## src/rtl/multiplier_n_bit_seq.sv

```systemverilog
// Sequential radix-2 shift-add multiplier, unsigned or two's-complement.
// One partial product is accumulated per RUN cycle; the product is split
// into a low half (o_fu0) and a high half (o_fu1).
module multiplier_n_bit_seq #(
   parameter int WIDTH = 4
) (
   input  logic             i_clk,
   input  logic             i_rst,
   input  logic             i_start,
   input  logic             i_signed,
   input  logic [WIDTH-1:0] i_a,
   input  logic [WIDTH-1:0] i_b,
   output logic             o_busy,
   output logic             o_done,
   output logic [WIDTH-1:0] o_fu0,
   output logic [WIDTH-1:0] o_fu1
);

   localparam int CNT_W = $clog2(WIDTH + 1);
   localparam int PW    = 2 * WIDTH;

   typedef enum logic [1:0] {
      IDLE = 2'd0,
      RUN  = 2'd1,
      DONE = 2'd2
   } state_t;

   state_t           state;
   state_t           state_next;
   logic             accept;
   logic             last_step;

   logic [WIDTH-1:0] mcand;
   logic [WIDTH-1:0] mplier;
   logic             neg;
   logic [CNT_W-1:0] cnt;
   logic [PW-1:0]    acc;
   logic [PW-1:0]    addend;
   logic [PW-1:0]    acc_step;
   logic [PW-1:0]    product;

   logic [WIDTH-1:0] a_mag;
   logic [WIDTH-1:0] b_mag;
   logic             neg_in;

   // Operand magnitudes; the most-negative value negates to 2^(WIDTH-1),
   // which is still exact as an unsigned WIDTH-bit number.
   assign a_mag  = (i_signed && i_a[WIDTH-1]) ? -i_a : i_a;
   assign b_mag  = (i_signed && i_b[WIDTH-1]) ? -i_b : i_b;
   assign neg_in = i_signed & (i_a[WIDTH-1] ^ i_b[WIDTH-1]);

   // The final step is folded into the result so RUN lasts exactly WIDTH cycles.
   assign last_step = (cnt == CNT_W'(WIDTH - 1));
   assign addend    = PW'(mcand) << cnt;
   assign acc_step  = mplier[0] ? (acc + addend) : acc;

   // State register; reset has priority over any request.
   always_ff @(posedge i_clk) begin
      // NOTE: sequential state is written with <= only, so every register
      // in this block samples the pre-edge values of the others.
      if (i_rst) begin
         state <= IDLE;
      end else begin
         state <= state_next;
      end
   end

   // Next-state, handshake outputs and accept strobe.
   always_comb begin
      // NOTE: every output of this block gets a default first; a path that
      // left one unassigned would infer a latch.
      state_next = state;
      o_busy     = 1'b0;
      o_done     = 1'b0;
      accept     = 1'b0;
      unique case (state)
         IDLE: begin
            if (i_start) begin
               state_next = RUN;
               accept     = 1'b1;
            end
         end
         RUN: begin
            o_busy = 1'b1;
            if (last_step) begin
               state_next = DONE;
            end
         end
         DONE: begin
            o_done = 1'b1;
            if (i_start) begin
               state_next = RUN;
               accept     = 1'b1;
            end else begin
               state_next = IDLE;
            end
         end
         default: begin
            state_next = IDLE;
         end
      endcase
   end

   // Datapath: capture operands on accept, shift-add during RUN, publish on the last step.
   always_ff @(posedge i_clk) begin
      // NOTE: operand registers are reset along with the accumulator so the
      // datapath never holds stale values after reset; this is cheap at this size.
      if (i_rst) begin
         mcand   <= '0;
         mplier  <= '0;
         neg     <= 1'b0;
         cnt     <= '0;
         acc     <= '0;
         product <= '0;
      end else if (accept) begin
         mcand  <= a_mag;
         mplier <= b_mag;
         neg    <= neg_in;
         cnt    <= '0;
         acc    <= '0;
      end else if (state == RUN) begin
         acc    <= acc_step;
         mplier <= mplier >> 1;
         cnt    <= cnt + 1'b1;
         if (last_step) begin
            product <= neg ? -acc_step : acc_step;
         end
      end
   end

   assign o_fu0 = product[WIDTH-1:0];
   assign o_fu1 = product[PW-1:WIDTH];

endmodule

```

## config.mk

```make
export PLATFORM = sky130hd
export DESIGN_NAME = multiplier_n_bit_seq
export DESIGN_NICKNAME = d
export VERILOG_FILES = /design/src/rtl/multiplier_n_bit_seq.sv
export SDC_FILE = /design/constraint.sdc
export NUM_CORES = 1
export LEC_CHECK = 0
export CORE_UTILIZATION = 28
export DETAILED_ROUTE_END_ITERATION = 8
export SYNTH_ARGS = -nofsm -noshare
export SYNTH_HDL_FRONTEND = slang
export SYNTH_SLANG_ARGS = --single-unit
```

## constraint.sdc

```tcl
create_clock -name i_clk -period 3.4 [get_ports i_clk]
set_input_delay 0.68 -clock i_clk [delete_from_list [all_inputs] [get_ports i_clk]]
set_output_delay 0.68 -clock i_clk [all_outputs]
set_load 0.02 [all_outputs]
```

* Word level (Yosys, flattened, before mapping) *
Cells that the tools add are included.

word-level totals
  bits in registers = 30
  output and inout port bits = 10
  input bits = 12

cells by class
  muxes and demuxes = 14
  bitwise operators = 3
  shift operators = 1
  add/sub/neg operators = 5
  reductions and logical operators = 8
  equality and inequality tests = 5

operators by type and width
  kind                 number
  $mux 4               4
  $mux 8               2
  $add 8x8->8          1
  $neg 4->4            2
  $neg 8->8            1
  $shl 4x3->8          1
  $pmux 2 s3           1
  $mux 1               5
  $mux 2               2
  $ne 2x2->1 const B   2
  $reduce_or 2->1      2
  $add 3x1->3 const B  1
  $eq 3x2->1 const B   1
  $reduce_and 3->1     1
  $eq 2x1->1 const B   1
  $eq 2x2->1 const B   1
  $logic_and 1x1->1    2
  $logic_not 2->1      1
  $reduce_and 2->1     1
  $reduce_bool 2->1    1
  $and 1x1->1          1
  $not 1->1            1
  $xor 1x1->1          1

* Logic depth before layout (Yosys ltp) *
Gate-level depths: netlist of the first run.

  depth after elaboration = 5
  depth in mapped cells = 12
  mapped depth without buffers = 11

* Worst setup path before layout of the first run *
OpenSTA, ideal clock, no wires.

  path kind = register to register
  from = reg cnt[0]
  to = reg product[7]
  arrival = 2.693 ns
  buffers on the path = 1
  stages on the path, launching flop included = 11
  setup slack = 0.577 ns
  clock period less this slack = 2.823 ns
  data required time = 3.270 ns
  cell sequence = dfxtp_1 > buf_6 > mux4_2 > and2_1 > ha_1 > o211ai_1 > nor3_1 > or4b_4 > and3_4 > o2111ai_1 > nand4_1

on the way
  cells in the longest elaborated chain, start to end = 5
  elaborated cells on any way between the ends = 7
  classes of those cells = 2 x add/sub; 1 x eq/ne; 1 x shift; 2 x mux; 1 x reduce/logical

ends and longest elaborated chain
  item                    RTL line  source
  start, declared         36        logic [CNT_W-1:0] cnt;
  start signal, assigned  124       cnt <= cnt + 1'b1;
  $shl 4x3->8             54        assign addend = PW'(mcand) << cnt;
  $add 8x8->8             55        assign acc_step = mplier[0] ? (acc + addend) : acc;
  $mux 8                  55
  $neg 8->8               126       product <= neg ? -acc_step : acc_step;
  $mux 8                  126
  end signal, assigned    126
  end, declared           40        logic [PW-1:0] product;

Parallel ways exist; a longest one is shown, timed or not.
A chain may end at the register's enable or synchronous reset.

* Worst setup path after layout of the first run *
  from = reg cnt[0]
  to = reg acc[7]

on the way
  cells in the longest elaborated chain, start to end = 3

ends and longest elaborated chain
  item                  RTL line  source
  $shl 4x3->8           54
  $add 8x8->8           55
  $mux 8                55
  end signal, assigned  122       acc <= acc_step;
  end, declared         37        logic [PW-1:0] acc;

Every way passes these cells.

==> impl_metrics.env, run 1 <==
export IMPL_ys_types=48
export IMPL_dp_cells=355
export IMPL_routedWlPerCell_um=12.6
export IMPL_cts_tree="built"
export IMPL_async_reset_ff_share_pct=0
export IMPL_first_pass_iters=4
export IMPL_globalRouteTotalUtil_pct=13.9
export IMPL_n_antenna_cell=0
export IMPL_overflow=0
export IMPL_drive_above_1_share_pct=7.14
export IMPL_cts_buffers=5
export IMPL_fin_setup_tns_ns=0
export IMPL_synthCells=247
export IMPL_first_iter_violations=127
export IMPL_clock_path_buffers=2
export IMPL_ir_worst_vdd_mv=0.289
export IMPL_fin_crit_ns=3.02
export IMPL_status="complete, no violations"
export IMPL_cp_end_kind="flop"
export IMPL_io_buffer_count=21
export IMPL_synth_top_area_share_pct=30.1
export IMPL_r2r_setup_slack_ns=0.38
export IMPL_skew_ns=0.00368
export IMPL_die_x_um=86.4
export IMPL_via_per_inst=5.02
export IMPL_die_area_mm2=0.00746
export IMPL_max_slew_margin_pct=47.8
export IMPL_ctsHoldBuffers=0
export IMPL_hold_viol=0
export IMPL_areaGrowthSynthToFinish_pct=19.5
export IMPL_ios=22
export IMPL_yosysWarningCount=0
export IMPL_synth_main_ff_cell="dfxtp_1"
export IMPL_rows=30
export IMPL_netlist_area_mm2=0.00199
export IMPL_clkLatencyLatePin_ns=0.27
export IMPL_layout_nets=291
export IMPL_maxSlewViolCount=0
export IMPL_grt_pass1_wl_mm=8.31
export IMPL_postRouteAntennaNets=0
export IMPL_whs_path_depth=2
export IMPL_start_kind="flop"
export IMPL_cp_arrival_ns=3.22
export IMPL_globalplace_congestion=0.837
export IMPL_maxCapViolCount=0
export IMPL_leakage_nw=0.850
export IMPL_synth_area_top_cells="dfxtp_1 30%, ha_1 7.5%, nor2_1 5.6%, mux2i_1 5.0%, a211oi_1 4.5%"
export IMPL_hold_class="reg -> reg"
export IMPL_fmax_ghz=0.331
export IMPL_synth_area_leader_cell="dfxtp_1"
export IMPL_synth_seq_area_share_pct=30.1
export IMPL_rsz0062_at_grt="false"
export IMPL_drc_errors=0
export IMPL_dp_hpwl_mm=3.49
export IMPL_dpl_worst_slack_ns=0.288
export IMPL_synth_edf_count=0
export IMPL_routed_wl_mm=4.55
export IMPL_synth_nets=272
export IMPL_nFillCells=753
export IMPL_power_density_mw_per_mm2=350
export IMPL_core_area_mm2=0.00683
export IMPL_antenna_found_initial=0
export IMPL_clkTransAtPathRegs_ns=0.06
export IMPL_fin_ws_ns=0.379
export IMPL_required_ns=3.60
export IMPL_finalNonFillerCells=362
export IMPL_cts_root_buffer="clkbuf_8"
export IMPL_die_y_um=86.4
export IMPL_worst_slew_pin_slew_ns=0.781
export IMPL_syn_area_per_cell_um2=8.07
export IMPL_cts_sinks=30
export IMPL_grt_max_degree=15
export IMPL_finalSetupViolations=0
export IMPL_yosys_register_bits=30
export IMPL_yosys_top_cells_count="30 x dfxtp_1, 30 x nor2_1, 24 x nand2_1"
export IMPL_reg2regPathDepth=9
export IMPL_initial_core_util_pct=29.2
export IMPL_first_global_vias=1780
export IMPL_post_route_period_util_pct=88.9
export IMPL_worstSetupPathType="reg -> reg"
export IMPL_critPathMaxFanout=8
export IMPL_htree_levels=2
export IMPL_vias=1817
placed cells by master (no fill, tap or decap), drive strengths merged, types with 5 or more instances in the layout:
| cell | synthesis | layout |
|---|---|---|
| a211oi | 14 | 14 |
| a21oi | 16 | 16 |
| buf | 6 | 5 |
| clkbuf | 8 | 7 |
| clkdlybuf4s50 | 0 | 21 |
| dfxtp | 30 | 30 |
| ha | 12 | 12 |
| inv | 12 | 12 |
| mux2i | 10 | 10 |
| nand2 | 24 | 24 |
| nand2b | 7 | 7 |
| nor2 | 30 | 30 |
| nor3 | 10 | 10 |
| o21ai | 5 | 5 |
| o22ai | 5 | 5 |
registers in the layout, summed over array words and instances (netlist names):
name / cells
acc: 8
state: 2
mcand: 4
product: 8
neg: 1
cnt: 3
mplier: 4
routing by layer:
layer  share of wire, %  up-vias  track usage (%)
met3                2.9        6             2.67
met1                 50      846             18.7
li1                   -      936                -
met2                 46       29             22.7
met4                1.2        0             3.79
met5                  0        -                0
logic make-up (layout without fill, tap and decap cells):
group,after synthesis,in the layout,share of synthesized area (%)
adders and majority gates,13,13,8.54
DFF,30,30,30.1
xor gates and xnor gates,8,8,3.52
AOI/OAI and AO/OA,61,61,21.8
muxes,11,11,6.15
and+or+nand+nor,98,98,24.4
buffers and inverters,26,45,5.46
final timing paths:
check | start | endpoint
worst max-delay path | cnt[0]$_SDFFE_PP0P_ | acc[7]$_SDFFE_PP0P_
worst max register to register | cnt[0]$_SDFFE_PP0P_ | acc[7]$_SDFFE_PP0P_
worst min register to register | product[1]$_SDFFE_PP0P_ | product[1]$_SDFFE_PP0P_
worst min-delay path | product[1]$_SDFFE_PP0P_ | product[1]$_SDFFE_PP0P_
timing repair:
item,4_1_cts,5_1_grt
resized for setup,0,2
endpoints found under the setup margin,0,3
setup buffers,0,0
through the flow:
| step | utilization (%) | instance area (um2) | total power (W) | hold WS [ns] |
|---|---|---|---|---|
| 2_1_floorplan | - | 1990 | 0.000528 | 0.450 |
| 3_3_place_gp | 33.7 | 2300 | 0.000579 | 0.441 |
| 3_5_place_dp | 33.7 | 2300 | 0.000581 | 0.449 |
| 4_1_cts | 34.8 | 2380 | 0.000844 | 0.457 |
| 5_1_grt | 34.9 | 2380 | 0.000894 | 0.475 |
| 6_report | 34.9 | 2380 | 0.000833 | 0.456 |
critical path, cell delays in order (launching register included):
cell and delay [ns]:
dfxtp_2 0.43, mux4_2 0.55, and2_1 0.18, ha_1 0.35, o211ai_1 0.19, nor3_1 0.12
or4b_4 0.55, a21oi_1 0.30, nor2_1 0.09, a211oi_2 0.20
area by class of cell:
type	count	area [um2]	area share [%]
timing repair buffer	26	248	10.4
clock buffer	7	76.3	3.20
sequential	30	602	25.3
inverter	12	45.0	1.89
tap	96	120	5.04
multi-input combinational	191	1290	54.2
where the power goes:
group          leakage (nW)  switching (W)  internal, W  total [W]
Sequential            0.245      0.0000208     0.000368   0.000389
Clock                0.0383       0.000118     0.000140   0.000258
Combinational         0.567       0.000104    0.0000822   0.000186
Total                 0.850       0.000243     0.000590   0.000833
Power figures use the tool's default switching activity.
==> run 2: changes to the inputs <==
--- a/config.mk
+++ b/config.mk
@@ -7,6 +7,7 @@
 export LEC_CHECK = 0
 export CORE_UTILIZATION = 28
 export DETAILED_ROUTE_END_ITERATION = 8
+export REMOVE_ABC_BUFFERS = 1
 export SYNTH_ARGS = -nofsm -noshare
 export SYNTH_HDL_FRONTEND = slang
 export SYNTH_SLANG_ARGS = --single-unit
==> constraint.sdc (replaced) <==
create_clock -name i_clk -period 3.75 [get_ports i_clk]
set_input_delay 0.75 -clock i_clk [delete_from_list [all_inputs] [get_ports i_clk]]
set_output_delay 0.75 -clock i_clk [all_outputs]
set_load 0.02 [all_outputs]
==> impl_metrics.env, run 2 (synthesis gave the netlist of run 1 again) <==
export IMPL_maxCapViolCount=0
export IMPL_grt_pass1_wl_mm=8.42
export IMPL_leakage_nw=0.848
export IMPL_clkTransAtPathRegs_ns=0.07
export IMPL_power_density_mw_per_mm2=336
export IMPL_skew_ns=0.00809
export IMPL_status="complete, no violations"
export IMPL_placed_cell_area_mm2=0.00228
export IMPL_postRouteAntennaNets=0
export IMPL_top_regs="acc: 8 flops, product: 8 flops"
export IMPL_drive_above_1_share_pct=6.79
export IMPL_cts_root_buffer="clkbuf_8"
export IMPL_reg2regPathDepth=9
export IMPL_first_iter_violations=95
export IMPL_critPathMaxFanout=8
export IMPL_grt_max_degree=28
export IMPL_rows=30
export IMPL_core_area_mm2=0.00683
export IMPL_design_area_mm2=0.00238
export IMPL_p_total_w=0.000799
export IMPL_pwr_share_comb_pct=21.3
export IMPL_hold_class="reg -> reg"
export IMPL_cts_buffers=5
export IMPL_die_x_um=86.4
export IMPL_n_antenna_cell=0
export IMPL_first_pass_iters=4
export IMPL_post_route_period_util_pct=84.7
export IMPL_clkLatencyLatePin_ns=0.29
export IMPL_max_slew_margin_pct=48.4
export IMPL_cts_tree="built"
export IMPL_rsz0062_at_grt="false"
export IMPL_cp_arrival_ns=3.38
export IMPL_switchingPower_w=0.000246
export IMPL_whs_path_depth=2
export IMPL_hold_viol=0
export IMPL_fmax_ghz=0.315
export IMPL_fin_setup_tns_ns=0
export IMPL_worst_slew_pin_slew_ns=0.773
export IMPL_maxSlewViolCount=0
export IMPL_drc_errors=0
export IMPL_clock_path_buffers=2
export IMPL_io_buffer_count=21
export IMPL_vias=1787
export IMPL_globalplace_congestion=0.896
export IMPL_intPower_w=0.000553
export IMPL_min_to="product[3]$_SDFFE_PP0P_"
export IMPL_final_cell_mix="30 x nor2_1, 30 x dfxtp_1, 24 x nand2_1"
export IMPL_fin_crit_ns=3.17
export IMPL_via_per_inst=4.95
export IMPL_cts_sinks=30
export IMPL_cts_setup_buffers=0
export IMPL_initial_core_util_pct=29.2
export IMPL_min_delay_start="product[3]$_SDFFE_PP0P_"
export IMPL_whs_ns=0.458
export IMPL_swShare_pct=30.8
export IMPL_rr_endpoint="acc[7]$_SDFFE_PP0P_"
export IMPL_ctsHoldBuffers=0
export IMPL_required_ns=3.96
export IMPL_overflow=0
export IMPL_ir_worst_vdd_mv=0.187
export IMPL_globalRouteTotalUtil_pct=14.4
export IMPL_start_kind="flop"
export IMPL_worstSetupPathType="reg -> reg"
export IMPL_areaGrowthSynthToFinish_pct=19.4
export IMPL_routedWlPerCell_um=12.9
export IMPL_layout_nets=289
export IMPL_ios=22
export IMPL_cp_end_kind="flop"
export IMPL_dp_hpwl_mm=3.47
export IMPL_reg2reg_from="cnt[0]$_SDFFE_PP0P_"
export IMPL_seqPwrFrac_pct=43.7
export IMPL_post_cts_resized=0
export IMPL_r2r_setup_slack_ns=0.58
export IMPL_antenna_found_initial=0
export IMPL_routed_wl_mm=4.67
export IMPL_finalSetupViolations=0
export IMPL_htree_levels=2
export IMPL_die_y_um=86.4
export IMPL_die_area_mm2=0.00746
export IMPL_pwr_share_clk_pct=34.9
export IMPL_first_global_vias=1796
run 2: cell types whose count changed in the layout (fill, tap and decap cells not counted), sizes merged:
cell,previous run,this run
clkinvlp,0,1
clkinv,0,1
clkbuf,7,6
buf,5,3
run 2: worst max-delay path by stage:
stage	from	endpoint	slack, ns	cells after the start
2_1_floorplan	state[0]$_SDFFE_PP0P_	product[7]$_SDFFE_PP0P_	0.70	5
6_report	cnt[0]$_SDFFE_PP0P_	acc[7]$_SDFFE_PP0P_	0.58	9
5_1_grt	cnt[0]$_SDFFE_PP0P_	product[6]$_SDFFE_PP0P_	0.28	9
4_1_cts	cnt[0]$_SDFFE_PP0P_	acc[7]$_SDFFE_PP0P_	0.58	9
3_5_place_dp	cnt[0]$_SDFFE_PP0P_	acc[7]$_SDFFE_PP0P_	0.60	9
3_3_place_gp	cnt[0]$_SDFFE_PP0P_	acc[7]$_SDFFE_PP0P_	0.64	9
run 2: per-stage QoR:
| step | setup slack [ns] | util (%) | std cells |
|---|---|---|---|
| 5_1_grt | 0.279 | 34.8 | 361 |
| 3_3_place_gp | 0.641 | 33.4 | 353 |
| 2_1_floorplan | 0.697 | - | 233 |
| 3_5_place_dp | 0.603 | 33.4 | 353 |
| 4_1_cts | 0.584 | 34.8 | 361 |
| 6_report | 0.575 | 34.8 | 361 |
run 2: critical path, stage by stage (launching register included):
cell,delay [ns]
dfxtp_1,0.53
mux4_2,0.56
and2_1,0.19
ha_1,0.36
o211ai_1,0.20
nor3_1,0.12
or4b_4,0.55
a21oi_1,0.30
nor2_1,0.09
a211oi_2,0.21
run 2: layout make-up:
class | count | area, um2
tap | 96 | 120
sequential | 30 | 601
timing repair buffer | 24 | 233
clock inverter | 2 | 12.5
fill | 730 | 4450
clock buffer | 6 | 82.6
inverter | 12 | 45.0
multi-input combinational | 191 | 1290
run 2: power groups by stage:
stage / clock network [W] / logic (W) / registers [W]
floorplan: 0 / 0.000116 / 0.000355
global placement: 0 / 0.000168 / 0.000356
detailed placement: 0 / 0.000170 / 0.000356
CTS: 0.000285 / 0.000171 / 0.000349
global route: 0.000297 / 0.000196 / 0.000352
finish: 0.000279 / 0.000170 / 0.000349
run 2: layer usage:
| metal | routed length [um] | share of wire (%) | track usage (%) | up-vias |
|---|---|---|---|---|
| li1 | - | - | - | 936 |
| met1 | 2330 | 50 | 19.1 | 812 |
| met2 | 2060 | 44 | 22.5 | 30 |
| met3 | 176 | 3.8 | 2.67 | 9 |
| met4 | 103 | 2.2 | 6.67 | 0 |
| met5 | 0 | 0 | 0 | - |
